## src/rtl/study_trainer.sv

```systemverilog
// Guided-practice engine: walks a song ROM step by step, lights the goal key,
// optionally asks the sound player for a demo, then judges the player's hits.
module study_trainer #(
  parameter int NOTE_BITS      = 3,
  parameter int OCTAVE_BITS    = 3,
  parameter int LENGTH_BITS    = 3,
  parameter int NOTE_KEYS      = 7,
  parameter int STEP_BITS      = 6,
  parameter int SCORE_BITS     = 8,
  parameter int MAX_RETRY      = 3,
  parameter int TIMEOUT_CYCLES = 200000000
) (
  input  logic                   clk,
  input  logic                   rst,
  input  logic                   start,
  input  logic                   abort,
  input  logic                   strict,
  input  logic                   demo_en,
  input  logic [STEP_BITS:0]     song_len,
  output logic [STEP_BITS-1:0]   step_addr,
  input  logic [OCTAVE_BITS-1:0] rom_octave,
  input  logic [NOTE_BITS-1:0]   rom_note,
  input  logic [LENGTH_BITS-1:0] rom_length,
  input  logic                   hit_valid,
  input  logic [OCTAVE_BITS-1:0] hit_octave,
  input  logic [NOTE_BITS-1:0]   hit_note,
  input  logic [LENGTH_BITS-1:0] hit_length,
  output logic                   play_req,
  input  logic                   sound_done,
  output logic [OCTAVE_BITS-1:0] goal_octave,
  output logic [NOTE_BITS-1:0]   goal_note,
  output logic [LENGTH_BITS-1:0] goal_length,
  output logic [NOTE_KEYS-1:0]   note_led,
  output logic                   correct,
  output logic                   wrong,
  output logic                   busy,
  output logic                   done,
  output logic [SCORE_BITS-1:0]  score,
  output logic [SCORE_BITS-1:0]  misses
);

  localparam logic [2:0] S_IDLE     = 3'd0;
  localparam logic [2:0] S_FETCH    = 3'd1;
  localparam logic [2:0] S_LOAD     = 3'd2;
  localparam logic [2:0] S_DEMO     = 3'd3;
  localparam logic [2:0] S_WAIT_HIT = 3'd4;
  localparam logic [2:0] S_JUDGE    = 3'd5;
  localparam logic [2:0] S_ADVANCE  = 3'd6;
  localparam logic [2:0] S_DONE     = 3'd7;

  localparam int TIMER_BITS = $clog2(TIMEOUT_CYCLES) + 1;
  localparam int RETRY_BITS = $clog2(MAX_RETRY) + 1;
  localparam logic [TIMER_BITS-1:0] TIMER_LAST = TIMER_BITS'(TIMEOUT_CYCLES - 1);
  localparam logic [RETRY_BITS-1:0] RETRY_LAST = RETRY_BITS'(MAX_RETRY - 1);

  function automatic logic [SCORE_BITS-1:0] sat_add(input logic [SCORE_BITS-1:0] a,
                                                    input logic [1:0] inc);
    logic [SCORE_BITS:0] sum;
    sum = {1'b0, a} + (SCORE_BITS+1)'(inc);
    if (sum[SCORE_BITS]) begin
      sat_add = {SCORE_BITS{1'b1}};
    end else begin
      sat_add = sum[SCORE_BITS-1:0];
    end
  endfunction

  function automatic logic is_match(input logic [OCTAVE_BITS-1:0] ho, input logic [NOTE_BITS-1:0] hn,
                                    input logic [LENGTH_BITS-1:0] hl, input logic [OCTAVE_BITS-1:0] go,
                                    input logic [NOTE_BITS-1:0] gn, input logic [LENGTH_BITS-1:0] gl,
                                    input logic strict_mode);
    is_match = (ho == go) && (hn == gn) && (!strict_mode || (hl == gl));
  endfunction

  function automatic logic [NOTE_KEYS-1:0] key_led(input logic [NOTE_BITS-1:0] n);
    for (int i = 0; i < NOTE_KEYS; i++) begin
      key_led[i] = (int'(n) == i + 1);
    end
  endfunction

  logic [2:0]             state_q, state_d;
  logic [STEP_BITS-1:0]   step_q, step_d;
  logic [SCORE_BITS-1:0]  score_q, score_d, misses_q, misses_d;
  logic [RETRY_BITS-1:0]  retry_q, retry_d;
  logic [TIMER_BITS-1:0]  timer_q, timer_d;
  logic                   strict_q, strict_d, demo_q, demo_d, match_q, match_d;
  logic [STEP_BITS:0]     len_q, len_d;
  logic [OCTAVE_BITS-1:0] goal_octave_q, goal_octave_d;
  logic [NOTE_BITS-1:0]   goal_note_q, goal_note_d;
  logic [LENGTH_BITS-1:0] goal_length_q, goal_length_d;
  logic [STEP_BITS-1:0]   step_addr_q, step_addr_d;
  logic [NOTE_KEYS-1:0]   note_led_q, note_led_d;
  logic                   correct_q, correct_d, wrong_q, wrong_d, play_req_q, play_req_d;
  logic                   busy_q, busy_d, done_q, done_d;

  // Next-state, counters and registered outputs; the verdict is formed as the hit
  // is accepted so correct/wrong are visible during the judge cycle itself.
  always_comb begin
    state_d       = state_q;
    step_d        = step_q;
    score_d       = score_q;
    misses_d      = misses_q;
    retry_d       = retry_q;
    timer_d       = timer_q;
    strict_d      = strict_q;
    demo_d        = demo_q;
    len_d         = len_q;
    match_d       = match_q;
    goal_octave_d = goal_octave_q;
    goal_note_d   = goal_note_q;
    goal_length_d = goal_length_q;
    if (abort) begin
      state_d = S_IDLE;
    end else begin
      case (state_q)
        S_IDLE, S_DONE: begin
          if (start) begin
            strict_d = strict;
            demo_d   = demo_en;
            len_d    = song_len;
            step_d   = '0;
            score_d  = '0;
            misses_d = '0;
            retry_d  = '0;
            state_d  = (song_len == '0) ? S_DONE : S_FETCH;
          end else begin
            state_d = state_q;
          end
        end
        S_FETCH: state_d = S_LOAD;
        S_LOAD: begin
          goal_octave_d = rom_octave;
          goal_note_d   = rom_note;
          goal_length_d = rom_length;
          if (rom_note == '0) begin
            state_d = S_ADVANCE;
          end else if (demo_q) begin
            state_d = S_DEMO;
          end else begin
            timer_d = '0;
            state_d = S_WAIT_HIT;
          end
        end
        S_DEMO: begin
          if (sound_done) begin
            timer_d = '0;
            state_d = S_WAIT_HIT;
          end else begin
            state_d = S_DEMO;
          end
        end
        S_WAIT_HIT: begin
          timer_d = timer_q + TIMER_BITS'(1);
          if (hit_valid) begin
            match_d = is_match(hit_octave, hit_note, hit_length,
                               goal_octave_q, goal_note_q, goal_length_q, strict_q);
            state_d = S_JUDGE;
          end else if (timer_q == TIMER_LAST) begin
            match_d = 1'b0;
            state_d = S_JUDGE;
          end else begin
            state_d = S_WAIT_HIT;
          end
        end
        S_JUDGE: begin
          if (match_q) begin
            score_d = sat_add(score_q, (retry_q == '0) ? 2'd2 : 2'd1);
            state_d = S_ADVANCE;
          end else if (retry_q == RETRY_LAST) begin
            misses_d = sat_add(misses_q, 2'd1);
            state_d  = S_ADVANCE;
          end else begin
            retry_d = retry_q + RETRY_BITS'(1);
            if (demo_q) begin
              state_d = S_DEMO;
            end else begin
              timer_d = '0;
              state_d = S_WAIT_HIT;
            end
          end
        end
        S_ADVANCE: begin
          retry_d = '0;
          if ({1'b0, step_q} == len_q - (STEP_BITS+1)'(1)) begin
            state_d = S_DONE;
          end else begin
            step_d  = step_q + STEP_BITS'(1);
            state_d = S_FETCH;
          end
        end
        default: state_d = S_IDLE;
      endcase
    end
    step_addr_d = step_d;
    correct_d   = (state_d == S_JUDGE) && match_d;
    wrong_d     = (state_d == S_JUDGE) && !match_d;
    play_req_d  = (state_d == S_DEMO) && (state_q != S_DEMO);
    note_led_d  = (state_d == S_WAIT_HIT) ? key_led(goal_note_d) : '0;
    busy_d      = (state_d != S_IDLE) && (state_d != S_DONE);
    done_d      = (state_d == S_DONE);
  end

  // State and output registers with synchronous reset.
  always_ff @(posedge clk) begin
    if (rst) begin
      state_q       <= S_IDLE;
      step_q        <= '0;
      score_q       <= '0;
      misses_q      <= '0;
      retry_q       <= '0;
      timer_q       <= '0;
      strict_q      <= 1'b0;
      demo_q        <= 1'b0;
      len_q         <= '0;
      match_q       <= 1'b0;
      goal_octave_q <= '0;
      goal_note_q   <= '0;
      goal_length_q <= '0;
      step_addr_q   <= '0;
      note_led_q    <= '0;
      correct_q     <= 1'b0;
      wrong_q       <= 1'b0;
      play_req_q    <= 1'b0;
      busy_q        <= 1'b0;
      done_q        <= 1'b0;
    end else begin
      state_q       <= state_d;
      step_q        <= step_d;
      score_q       <= score_d;
      misses_q      <= misses_d;
      retry_q       <= retry_d;
      timer_q       <= timer_d;
      strict_q      <= strict_d;
      demo_q        <= demo_d;
      len_q         <= len_d;
      match_q       <= match_d;
      goal_octave_q <= goal_octave_d;
      goal_note_q   <= goal_note_d;
      goal_length_q <= goal_length_d;
      step_addr_q   <= step_addr_d;
      note_led_q    <= note_led_d;
      correct_q     <= correct_d;
      wrong_q       <= wrong_d;
      play_req_q    <= play_req_d;
      busy_q        <= busy_d;
      done_q        <= done_d;
    end
  end

  assign step_addr   = step_addr_q;
  assign goal_octave = goal_octave_q;
  assign goal_note   = goal_note_q;
  assign goal_length = goal_length_q;
  assign note_led    = note_led_q;
  assign correct     = correct_q;
  assign wrong       = wrong_q;
  assign play_req    = play_req_q;
  assign busy        = busy_q;
  assign done        = done_q;
  assign score       = score_q;
  assign misses      = misses_q;

endmodule

```

## config.mk

```make
export PLATFORM = sky130hd
export DESIGN_NAME = study_trainer
export DESIGN_NICKNAME = d
export VERILOG_FILES = /design/src/rtl/study_trainer.sv
export SDC_FILE = /design/constraint.sdc
export NUM_CORES = 1
export LEC_CHECK = 0
export CORE_ASPECT_RATIO = 0.9
export CORE_UTILIZATION = 45
export CTS_BUF_LIST = sky130_fd_sc_hd__clkbuf_8
export DETAILED_ROUTE_END_ITERATION = 7
export PLACE_DENSITY_LB_ADDON = 0.15
export SLEW_MARGIN = 20
export SYNTH_ARGS = -nofsm -noshare
export SYNTH_HDL_FRONTEND = slang
export SYNTH_SLANG_ARGS = --single-unit
export TNS_END_PERCENT = 10
```

## constraint.sdc

```tcl
create_clock -name clk -period 4.7 [get_ports clk]
set_input_delay 0.705 -clock clk [delete_from_list [all_inputs] [get_ports clk]]
set_output_delay 0.705 -clock clk [all_outputs]
set_load 0.05 [all_outputs]
```

# --- Word level (Yosys, flattened, before mapping) ---
# Index checks and enable logic that the tools add are counted.
classes:
  n_addsub: 6
  eq_ne: 34
  n_mux: 40
  bitwise: 2
  n_reduce_logical: 27
ops:
  columns: ["op", "n"]
  rows:
  - ["$mux W29", 5]
  - ["$pmux W29 S4", 1]
  - ["$mux W8", 6]
  - ["$mux W3", 14]
  - ["$eq A3 B3 Y1 const B", 11]
  - ["$pmux W8 S2", 2]
  - ["$add A29 B1 Y29 const B", 1]
  - ["$eq A29 B28 Y1 const B", 1]
  - ["$pmux W3 S7", 1]
  - ["$eq A3 B2 Y1 const B", 6]
  - ["$ne A2 B2 Y1 const B", 8]
  - ["$mux W6", 2]
  - ["$pmux W6 S2", 1]
  - ["$reduce_and A5 Y1", 2]
  - ["$add A8 B1 Y9 const B", 1]
  - ["$add A8 B2 Y9", 1]
  - ["$eq A3 B3 Y1", 3]
  - ["$logic_not A3 Y1", 3]
  - ["$pmux W3 S3", 1]
  - ["$reduce_and A4 Y1", 2]
  - ["$eq A6 B7 Y1", 1]
  - ["$logic_not A7 Y1", 1]
  - ["$sub A7 B1 Y7 const B", 1]
  - ["$add A6 B1 Y6 const B", 1]
  - ["17 further kinds", 33]
word_totals:
  regBits: 88
  input_bits: 33
  output_inout_bits: 43
  word_cells: 128

# --- Longest topological paths before layout ---
depth:
  depth_word: 8
  ltp_mapped: 11

# --- Least setup slack after synthesis ---
# OpenSTA, ideal clock, no wires.
synth_timing:
  path_type: "in2reg"
  startpoint: "input port start"
  endpoint: "register note_led_q[4] (netlist: note_led[4])"
  t_arrival_ns: 2.259
  required_ns: 4.604
  path_slack_ns: 2.345
  cell_stages: 7
  path_cell_list: "buf_2 -> inv_1 -> a211o_1 -> nand2b_1 -> or4_1 -> clkbuf_1 -> nor4b_1"
synth_between:
  elab_chain_cells: 6
synth_lines:
  columns: ["item", "line", "text"]
  rows:
  - ["from (decl)", "15", "input logic start,"]
  - ["$mux W3", "116", "if (start) begin"]
  - ["$pmux W3 S7", "114", "case (state_q)"]
  - ["$mux W3", "111", "if (abort) begin"]
  - ["$eq A3 B3 Y1", "197", "note_led_d = (state_d == S_WAIT_HIT) ? key_led(goal_note_d) : '0;"]
  - ["$not A1 Y1 (no line)", null, null]
  - ["$reduce_or A2 Y1 (no line)", null, null]
  - ["to (signal assigned)", "240", "note_led_q <= note_led_d;"]
  - ["to (decl)", "91", "logic [NOTE_KEYS-1:0] note_led_q, note_led_d;"]
# No other way between the ends.
# A chain may end at the register's enable or synchronous reset.

# --- Final worst setup path ---
layout_timing:
  startpoint: "input port abort"
  endpoint: "register timer_q[28]"
layout_between:
  elab_chain_cells: 2
layout_lines:
  columns: ["item", "line", "text"]
  rows:
  - ["from (decl)", "16", "input logic abort,"]
  - ["$not A1 Y1 (no line)", null, null]
  - ["$reduce_and A6 Y1 (no line)", null, null]
  - ["to (signal assigned)", "231", "timer_q <= timer_d;"]
  - ["to (decl)", "84", "logic [TIMER_BITS-1:0] timer_q, timer_d;"]
# No other way between the ends.

==> flow_summary.toml <==
[status]
status = "finished, final reports clean"

[final_layout]
multi_input_area_um2 = 2620
mostFrequentLayoutCells = "88 x dfxtp_1, 75 x clkdlybuf4s50_1, 74 x nor2_1"
final_core_util = 0.565
layout-drive-gt1-share = 0.0568
fin_area_um2 = 5510
fin_nets = 654
antenna_cells = 0
area_growth_pct = 21.5
n_fill_cell = 869
final_common_cell = "dfxtp_1"
register_area_um2 = 1760

[critical_path]
critPathArrivalTime_ns = 3.30
worstSetupPathType = "primary input to flop"
r2r-end = "timer_q[28]"
cp-endpoint = "timer_q[28]"
regToRegStartpoint = "state_q[1]"
crit_required_ns = 4.94
cpMaxStageDelayCell = "clkdlybuf4s50_1"
path_cells = "clkdlybuf4s50_1 -> a211oi_1 -> nand3_1 -> nor3_2 -> nand4_1 -> xor2_1 -> nor2_1"
path_buf_inv = 1
cp-startpoint = "abort"
max_stage_delay_ns = 0.74
end_kind = "flop"
cp_max_fo = 17
r2r_setup_slack_ns = 1.74
cp_top_family = "simple AND/OR/NAND/NOR gates"
cp-start-kind = "primary input"
reg2reg_depth = 7
path_depth = 7

[global_route]
overflow = 0
track_usage = 0.217
first_global_vias = 3905
grt_pass1_wl_mm = 18.3
antenna_found_initial = 0
grt_max_degree = 43

[routing]
remaining_drc_errors = 0
firstDrtPassIters = 4
drt-wirelength-per-cell_um = 14.3
via_count = 4063
drtIter0Drc = 177
viasPerCell = 5.48
wl_mm = 10.6
ant_nets = 0

[power_and_ir_drop]
swShare = 0.284
power_leakage_nw = 1.88
switchingPower_uw = 406
pwr-share-comb = 0.123
power.internal_mw = 1.02
pwr-share-seq = 0.541
power_density_nw_per_um2 = 260
power_frac_clock = 0.335
peakVddDrop_v = 0.000143

[yosys]
ys.flop_type = "dfxtp_1"
ys_ff_latch = 88
yosysTopAreaCell = "dfxtp_1"
synthTopCellsByArea = "dfxtp_1 39%, nor2_1 6.2%, xor2_1 5.4%"
syn-num-nets = 590
yosysWarnings = 0
async_flop_share = 0
ys_types = 56
ys_seq_area_frac = 0.389
netlist_area_um2 = 4530
synthCells = 547
synth_top_area_share = 0.389
synth_edf_count = 0
syn_avg_cell_area_um2 = 8.28

[clock_tree]
post-cts-setup-buffers = 0
clock_latency_ns = 0.36
clock-sinks = 88
cts_tree = "done"
ctsHtreeMaxLevel = 3
clock_path_buffers = 2
hold_buffers = 0
cts_buffers = 9
clockRootBuffer = "clkbuf_8"
clk_pin_slew_ns = 0.09
post_cts_resize_count = 0

[floorplanning]
placementRows = 34
fp.dieH_um = 97.2
die_x_um = 108
fp.coreArea_um2 = 9740
initial_core_util = 0.465
dieArea_um2 = 10500
ios = 76

[timing]
rsz0062_at_grt = "no"
tightest_slew_ns = 0.966
whs_ns = 0.491
hold_violations = 0
max_freq_mhz = 326
slew_viol_final = 0
finClkSkew_ns = 0.00875
tns_ns = 0
setup_viol = 0
final.period_utilization = 0.652
relSlewSlack = 0.354
final.min_clock_period_ns = 3.06

[place]
gp_congestion = 0.868
hpwl_mm = 7.57
io_buffers = 75
placed_area_um2 = 5330

[run]
cap_violations = 0

[worst_hold_path]
min_path_type = "flop to flop"
-- layout make-up --
type | count | share of cell area
multi-input combinational | 425 | 0.475
sequential | 88 | 0.320
timing repair buffer | 76 | 0.138
tap | 126 | 0.0286
clock buffer | 9 | 0.0225
clock inverter | 7 | 0.00864
inverter | 11 | 0.00750
-- how the worst min path moves through the flow --
stage,startpoint,to,slack [ns],cells after the start
floorplan,strict_q,strict_q,0.46,2
global placement,score[0],score[0],0.47,2
detailed placement,goal_length[1],goal_length[1],0.48,2
CTS,goal_length[1],goal_length[1],0.49,2
global route,goal_length[1],goal_length[1],0.50,2
finish,goal_length[1],goal_length[1],0.49,2
-- power by group through the flow --
stage                     Combinational [mW]  Sequential [mW]  Clock [mW]
after floorplan                        0.113            0.796           0
after global placement                 0.173            0.791           0
after detailed placement               0.176            0.791           0
after CTS                              0.177            0.774       0.498
after global routing                   0.195            0.777       0.530
final                                  0.176            0.775       0.480
-- logic make-up after synthesis --
kind of cell / share of synthesized area
adders and majority gates: 0.0293
muxes: 0.0309
DFF: 0.389
AOI/OAI and AO/OA: 0.134
buffers and inverters: 0.0343
and+or+nand+nor: 0.293
xor gates and xnor gates: 0.0890
-- synth_stat cells (3+ instances only) --
| master | count |
|---|---|
| a211oi_1 | 9 |
| nand2b_1 | 6 |
| nor3_1 | 12 |
| nor2_1 | 75 |
| dfxtp_1 | 88 |
| nand3_1 | 25 |
| buf_2 | 4 |
| a41oi_1 | 3 |
| nand4_1 | 12 |
| nand3b_1 | 12 |
| xnor2_1 | 18 |
| nor4b_1 | 4 |
| nor4_1 | 8 |
| o31ai_1 | 4 |
| xor2_1 | 28 |
| ha_1 | 9 |
| nor2b_1 | 7 |
| and3_1 | 12 |
| a21oi_1 | 40 |
| inv_1 | 11 |
| mux2i_1 | 14 |
| o21ai_0 | 24 |
| nand2_1 | 47 |
| or2_2 | 6 |
| or3_1 | 5 |
| clkbuf_1 | 13 |
| o21ai_1 | 3 |
| buf_4 | 6 |
| a31oi_1 | 4 |
-- routing by layer --
layer	vias up	wire (µm)	global-route usage
met5	-	0	0
met3	14	496	0.0550
met4	0	141	0.0738
li1	2061	-	-
met1	1889	5060	0.286
met2	99	4900	0.341
-- per-stage QoR --
step,power [mW],setup slack [ns],instances
after floorplan,0.909,2.34,547
after global placement,0.965,1.35,726
after detailed placement,0.968,1.25,726
after CTS,1.45,1.67,742
after global routing,1.50,1.32,742
final,1.43,1.64,742
-- sequential cells by signal, summed over array words and instances (netlist names), 6 cells and up --
register / cells
timer_q: 29
misses: 8
score: 8
len_q: 7
note_led: 7
step_addr: 6
-- tightest hold or removal path, stage by stage (launching register included) --
cell and delay (ns):
dfxtp_1 0.34, nand2_1 0.06, a21oi_1 0.05
No activity file was read; power rests on OpenSTA's default activity.
